**config.mk**
```make
export PLATFORM = sky130hd
export DESIGN_NAME = ms_timeout_sched
export DESIGN_NICKNAME = d
export VERILOG_FILES = /design/src/rtl/ms_timeout_sched_pkg.sv /design/src/rtl/ms_tick_gen.sv /design/src/rtl/ms_timeout_sched.sv
export SDC_FILE = /design/constraint.sdc
export NUM_CORES = 1
export LEC_CHECK = 0
export ABC_AREA = 1
export BUFFER_PORTS_ARGS = -buffer_cell sky130_fd_sc_hd__buf_2
export CORE_MARGIN = 3
export CORE_UTILIZATION = 50
export CTS_CLUSTER_SIZE = 28
export DETAILED_ROUTE_END_ITERATION = 16
export GPL_TIMING_DRIVEN = 0
export HOLD_SLACK_MARGIN = 0.15
export MAX_ROUTING_LAYER = met4
export PLACE_DENSITY_LB_ADDON = 0.2
export REMOVE_ABC_BUFFERS = 1
export SLEW_MARGIN = 10
export SYNTH_ARGS = -nofsm -noshare
export SYNTH_HDL_FRONTEND = slang
export SYNTH_SLANG_ARGS = --single-unit
export TNS_END_PERCENT = 1
```
**constraint.sdc**
```tcl
create_clock -name clk -period 1.61 [get_ports clk]
set_input_delay 0.0805 -clock clk [delete_from_list [all_inputs] [get_ports clk]]
set_output_delay 0.0805 -clock clk [all_outputs]
set_load 0.02 [all_outputs]
```
**src/rtl/ms_timeout_sched_pkg.sv**
```systemverilog
// Shared definitions for the millisecond timebase and the timeout channel array.
package ms_timeout_sched_pkg;

    localparam int MS_PER_S       = 1000;
    localparam int DEFAULT_CLK_HZ = 50_000_000;

    // Per-channel lifecycle: armed channels run, expire into PEND, and are
    // released back to IDLE when the consumer takes the event.
    typedef enum logic [1:0] {
        ST_IDLE = 2'd0,
        ST_RUN  = 2'd1,
        ST_PEND = 2'd2
    } ch_state_e;

    // Cyclic wrap for round-robin indices; v is always below 2*n here.
    function automatic int rr_wrap(input int v, input int n);
        return (v >= n) ? v - n : v;
    endfunction

endpackage

```
**src/rtl/ms_tick_gen.sv**
```systemverilog
// Millisecond timebase: a prescaler that divides clk down to 1 kHz, a registered
// 1-cycle tick at each ms boundary, and a free-running ms counter.
module ms_tick_gen
    import ms_timeout_sched_pkg::*;
#(
    parameter int CLK_HZ = DEFAULT_CLK_HZ
) (
    input  logic        clk,
    input  logic        rst,
    output logic        tick_ms,
    output logic [31:0] now_ms
);

    localparam int TICK_DIV = CLK_HZ / MS_PER_S;
    localparam int PRE_W    = (TICK_DIV > 1) ? $clog2(TICK_DIV) : 1;

    logic [PRE_W-1:0] presc_q, presc_d;
    logic             tick_q, tick_d;
    logic [31:0]      now_q, now_d;
    logic             wrap;

    // Prescaler wrap raises the tick and advances the ms count on the next edge.
    always_comb begin
        wrap    = (presc_q == PRE_W'(TICK_DIV - 1));
        presc_d = wrap ? '0 : presc_q + PRE_W'(1);
        tick_d  = wrap;
        now_d   = wrap ? now_q + 32'd1 : now_q;
    end

    // Timebase registers with synchronous reset.
    always_ff @(posedge clk) begin
        // NOTE: state registers use non-blocking assignments so every flop samples
        // the pre-edge values regardless of statement order.
        if (rst) begin
            presc_q <= '0;
            tick_q  <= 1'b0;
            now_q   <= '0;
        end else begin
            presc_q <= presc_d;
            tick_q  <= tick_d;
            now_q   <= now_d;
        end
    end

    assign tick_ms = tick_q;
    assign now_ms  = now_q;

endmodule

```
**src/rtl/ms_timeout_sched.sv**
```systemverilog
// N one-shot ms timeout channels sharing one timebase. Expired channels are
// handed out one at a time on a valid/ready port, picked round-robin.
module ms_timeout_sched
    import ms_timeout_sched_pkg::*;
#(
    parameter int CLK_HZ = DEFAULT_CLK_HZ,
    parameter int N_CH   = 4,
    parameter int DUR_W  = 16
) (
    input  logic                    clk,
    input  logic                    rst,
    input  logic [N_CH-1:0]         arm,
    input  logic [N_CH*DUR_W-1:0]   arm_dur,
    input  logic [N_CH-1:0]         cancel,
    output logic [N_CH-1:0]         busy,
    output logic                    evt_valid,
    output logic [$clog2(N_CH)-1:0] evt_id,
    input  logic                    evt_ready,
    output logic [31:0]             now_ms,
    output logic                    tick_ms
);

    localparam int ID_W = $clog2(N_CH);

    ch_state_e        state_q [N_CH];
    ch_state_e        state_d [N_CH];
    logic [DUR_W-1:0] rem_q   [N_CH];
    logic [DUR_W-1:0] rem_d   [N_CH];
    logic [N_CH-1:0]  busy_q, busy_d;
    logic             evt_valid_q, evt_valid_d;
    logic [ID_W-1:0]  evt_id_q, evt_id_d;
    logic [ID_W-1:0]  ptr_q, ptr_d;
    logic             tick;
    logic             withdraw;
    logic             accept;
    logic             pick_found;
    logic [ID_W-1:0]  pick_id;
    logic [ID_W-1:0]  scan_idx;

    ms_tick_gen #(
        .CLK_HZ (CLK_HZ)
    ) u_tick_gen (
        .clk     (clk),
        .rst     (rst),
        .tick_ms (tick),
        .now_ms  (now_ms)
    );

    // A re-arm or cancel of the presented channel withdraws it and voids any handshake.
    always_comb begin
        withdraw = evt_valid_q && (arm[evt_id_q] || cancel[evt_id_q]);
        accept   = evt_valid_q && evt_ready && !withdraw;
    end

    // Per-channel next state: arm beats cancel beats handshake beats ms tick.
    always_comb begin
        // NOTE: every variable gets its hold value before the priority chain, so
        // no path leaves a signal unassigned and no latch is inferred.
        busy_d = '0;
        for (int i = 0; i < N_CH; i++) begin
            state_d[i] = state_q[i];
            rem_d[i]   = rem_q[i];
            if (arm[i]) begin
                rem_d[i]   = arm_dur[i*DUR_W +: DUR_W];
                state_d[i] = (arm_dur[i*DUR_W +: DUR_W] == '0) ? ST_PEND : ST_RUN;
            end else if (cancel[i]) begin
                state_d[i] = ST_IDLE;
                rem_d[i]   = '0;
            end else if (accept && (evt_id_q == ID_W'(i))) begin
                state_d[i] = ST_IDLE;
            end else if (tick && (state_q[i] == ST_RUN)) begin
                if (rem_q[i] >= DUR_W'(2)) begin
                    rem_d[i] = rem_q[i] - DUR_W'(1);
                end else begin
                    state_d[i] = ST_PEND;
                end
            end
            busy_d[i] = (state_d[i] != ST_IDLE);
        end
    end

    // Event port: present the first pending channel at or after the pointer,
    // hold it until taken or withdrawn, then leave one idle cycle.
    always_comb begin
        evt_valid_d = evt_valid_q;
        evt_id_d    = evt_id_q;
        ptr_d       = ptr_q;
        pick_found  = 1'b0;
        pick_id     = '0;
        scan_idx    = '0;
        for (int k = 0; k < N_CH; k++) begin
            scan_idx = ID_W'(rr_wrap(32'(ptr_q) + k, N_CH));
            if (!pick_found && (state_q[scan_idx] == ST_PEND) &&
                !arm[scan_idx] && !cancel[scan_idx]) begin
                pick_found = 1'b1;
                pick_id    = scan_idx;
            end
        end
        if (evt_valid_q) begin
            if (withdraw || accept) begin
                evt_valid_d = 1'b0;
            end
            if (accept) begin
                ptr_d = ID_W'(rr_wrap(32'(evt_id_q) + 1, N_CH));
            end
        end else if (pick_found) begin
            evt_valid_d = 1'b1;
            evt_id_d    = pick_id;
        end
    end

    // Channel array, busy flags and event port registers.
    always_ff @(posedge clk) begin
        if (rst) begin
            // NOTE: the channel arrays are reset element by element because a
            // stale RUN/PEND entry after reset would fire a phantom event.
            for (int i = 0; i < N_CH; i++) begin
                state_q[i] <= ST_IDLE;
                rem_q[i]   <= '0;
            end
            busy_q      <= '0;
            evt_valid_q <= 1'b0;
            evt_id_q    <= '0;
            ptr_q       <= '0;
        end else begin
            for (int i = 0; i < N_CH; i++) begin
                state_q[i] <= state_d[i];
                rem_q[i]   <= rem_d[i];
            end
            busy_q      <= busy_d;
            evt_valid_q <= evt_valid_d;
            evt_id_q    <= evt_id_d;
            ptr_q       <= ptr_d;
        end
    end

    assign busy      = busy_q;
    assign evt_valid = evt_valid_q;
    assign evt_id    = evt_id_q;
    assign tick_ms   = tick;

endmodule

```
==> impl_summary.txt <==
----------------------------------------------------
[Logic synthesis]
  Area share of the largest cell type after synthesis ... a little under a third
  Total of warnings raised by yosys ... 0
  Most common flop cell mapped by yosys ... dfxtp_1
  Share of synthesized flip-flops with an asynchronous set or reset ... 0%
  EDFF count, synth ... 0
  Synth area leaders ... dfxtp_1 (30%), nand2_1 (16%), nor2_1 (12%), inv_1 (6.2%), o21ai_0 (6.1%)
  Mean instance size in the synthesized netlist ... slightly above 6 um2
  Post-synthesis cell type with the largest combined area ... dfxtp_1
  Number of distinct standard cells referenced by the synthesized netlist ... between 40 and 50
  Sequential area share after synthesis ... 30.3%
  Mapped Cells ... between 1000 and 1500
  Synth top cells by count ... nand2_1 (362), nor2_1 (284), inv_1 (144)
  FF+latch count, synth ... between 100 and 150
  Library cell with the highest instance count after synthesis ... nand2_1
  Mapped Area ... 0.00873 mm2

[STA]
  Count of endpoints failing hold in the final timing report ... 0
  Worst Skew ... 0.0139 ns
  Time the worst path needs with I/O delays and setup ... between 1.5 and 2 ns
  Setup slack of the critical path after layout ... -0.0865 ns
  Slew at the pin closest to its max-slew limit ... about 0.97 ns
  Highest Clock Rate ... approximately 0.59 GHz
  Period Utilization, post-route ... 105%
  Count of final max-slew check failures ... 0
  Setup TNS after final layout ... -1.25 ns
  Final setup viols ... 39
  Setup repair after global routing missed its margin ... true
  Worst slew margin relative to its limit ... a little over a third

[Placement]
  Post-placement setup slack ... -0.652 ns
  Number of cells in the design after placement ... approximately 1700
  Total half-perimeter wirelength after legalization and detailed placement ... between 15000 and 20000 um
  Port buffer count ... around 110
  Routability congestion estimate from global placement ... roughly 0.94

[Setup path]
  Most numerous cell on the critical path ... nor2_4
  Crit. End Element ... register
  WP depth ... 12
  Launching element type of the critical path ... register
  Launching element of the worst setup path ... u_tick_gen.presc_q[1]$_SDFF_PP0_
  Largest stage delay on the critical path ... 0.35 ns
  Setup Crit Path Kind ... register to register
  Worst r2r src ... u_tick_gen.presc_q[1]$_SDFF_PP0_
  Max Fanout on Critical Path ... 5
  Family of cells with the greatest summed delay on the critical path ... simple AND/OR/NAND/NOR gates
  Slowest stage cell on the critical path ... dfxtp_2
  Req. time, crit path ... just under 2 ns
  Worst endpoint data arrival time ... approximately 2 ns
  Worst Path Buf+Inv ... 1
  Worst reg-to-reg path cell count ... 12
  Worst path cell trace ... ha_4, nand2_2, inv_2, nand2_4, nor2_4, nand4_4, nor2_4, nand2_4, nor2_4, nand3_2, nand2_1, nor2_1

[Route]
  Via/cell ratio ... around 5.3
  Average routed wire per standard cell ... about 14 um
  Total Wirelength ... ~26000 um
  Residual antenna-violating net count after detailed routing ... 0
  Routed vias ... roughly 10000
  Detailed router's first-iteration violation count ... about 640
  Pre-antenna DRT Iters ... 9
  DRC violation count after routing ... 0

[Hold path]
  Hold wc startpoint ... rst
  Hold path cells ... 4
  Type of the tightest min-delay check ... input pin to register

[Clocking]
  Cts bufs inserted ... 17
  Master cell of the clock root buffer ... clkbuf_16
  Clock Sinks ... 132
  Maximum count of clock buffers along a single path ... 2
  H-tree depth reported by CTS ... 4
  Number of buffers inserted by hold repair at cts ... 69
  Clk Latency, worst-skew pair ... 0.44 ns
  TritonCTS clock tree ... built
  Clk slew on worst S/H paths ... about 0.070 ns

[GRT]
  Number of global-route vias before repair ... 9103
  Number of antenna violations at the first check in global routing ... 1
  Global-route total usage across every layer ... 26.4%
  Largest net degree at the start of global routing ... 73
  Grt ovf ... 0
  Global-route wire length before repair ... roughly 42000 um

[Die]
  Die outline area ... ~0.019 mm2
  Number of placement rows ... between 40 and 50
  Num ports ... 115
  Die outline height ... 138 um
  Core area ... 0.0168 mm2
  Initial Utilization ... 51.9%
  Die span in x ... 138 um

[Power]
  Leakage power ... around 5 nW
  PD cells ... slightly above 800 mW/mm2
  IR Drop Worst-Case VDD ... 0.000718 V
  Total power consumption of the routed design ... ~0.0095 W

[Layout]
  Area Overhead vs Synth ... 31.9%
  Ratio of cells with drive above 1 in the final layout ... a little over a fifth
  Final standard cell count with taps included and fillers excluded ... between 1500 and 2000
  Filler cell count ... 1443
  Final Net Count ... 1705

[Status]
  Result of the run ... finished, violations left
  Violations in the final reports ... setup timing

[Flow run]
  Number of max-cap violations ... 0

----------------------------------------------------
==> where the power goes <==
part	switching [W]	total (W)	internal (W)
logic	0.000979	0.00164	0.000663
clock network	0.00158	0.00423	0.00265
registers	0.000168	0.00358	0.00342
==> metrics by stage <==
| stage | utilization (%) | cell area [um2] | hold WS [ns] |
|---|---|---|---|
| 3_3_place_gp | 55.5 | 9330 | 0.410 |
| 6_report | 68.5 | 11500 | 0.0983 |
| 4_1_cts | 66.3 | 11100 | 0.0878 |
| 2_1_floorplan | - | 8490 | 0.150 |
| 3_5_place_dp | 55.7 | 9360 | 0.425 |
| 5_1_grt | 68.5 | 11500 | 0.102 |
==> path summary, 6_finish.rpt <==
kind / to / slack [ns]
max: u_tick_gen.now_ms[19]$_SDFFE_PP0P_ / -0.09
max reg2reg: u_tick_gen.now_ms[19]$_SDFFE_PP0P_ / -0.09
min reg2reg: u_tick_gen.presc_q[13]$_SDFF_PP0_ / 0.48
min: rem_q[1][1]$_SDFFE_PP0P_ / 0.1
==> placed cells by master (no fill, tap or decap), types with 13 or more instances in the layout <==
master,n
nor2_2,29
clkbuf_16,17
o21ai_0,83
nand4_1,22
nor2_4,19
a21oi_1,59
inv_1,132
nor4_1,17
nand2_1,348
nand2_4,15
dfxtp_2,23
nand3_1,78
nor3_1,31
buf_2,114
dfxtp_1,106
nor2_1,241
xor2_1,16
dlygate4sd3_1,69
nand2_2,16
o21ai_1,22
buf_4,13
==> metal layers <==
layer	routed length [um]	global-route usage (%)	share of wire (%)	vias to the layer above
met4	701	10.4	2.7	0
met1	10900	32.2	43	4462
li1	-	-	-	5001
met3	1580	5.39	6.2	61
met2	12300	43.0	48	355
met5	0	-	0	-
==> tightest hold or removal path, stage by stage <==
cell,delay (ns)
buf_2,0.17
inv_4,0.12
nand2_1,0.09
nor2_1,0.04
==> cell families (layout without fill, tap and decap cells) <==
group	count (synthesis)	in the layout	share of synthesized area, %
flops	132	132	30.3
simple gates	866	868	43.2
buf+inv	195	392	9.56
other cells	0	1	0
fa+ha+maj	14	14	2.01
xor+xnor	27	27	2.71
compound gates	196	196	12.2
==> state kept, by name, summed over array words and instances, names as in the netlist, named ones only <==
name	flops
evt_id	2
busy	4
evt_valid	1
rem_q	64
state_q	8
ptr_q	2
u_tick_gen.now_ms	32
u_tick_gen.presc_q	16
u_tick_gen.tick_ms	1
==> cell type report <==
| class | count | area, um2 | share of cell area (%) |
|---|---|---|---|
| Sequential cell | 132 | 2680 | 23.3 |
| Antenna cell | 1 | 2.50 | 0.0217 |
| Clock inverter | 14 | 199 | 1.73 |
| Tap cell | 220 | 275 | 2.39 |
| Clock buffer | 18 | 439 | 3.81 |
| Multi-Input combinational cell | 1105 | 5780 | 50.2 |
| Timing Repair inverter | 3 | 27.5 | 0.239 |
| Inverter | 154 | 637 | 5.53 |
| Timing Repair Buffer | 203 | 1480 | 12.8 |
==> timing repair <==
item | 4_1_cts | 5_1_grt
cloned | 4 | 1
gates resized for setup | 108 | 103
pin swaps | 18 | 21
setup buffers | 15 | 4
setup endpoints to repair | 115 | 122
hold endpoints to repair | 93 | 13
Note: power is estimated with default switching activity, not from simulation.
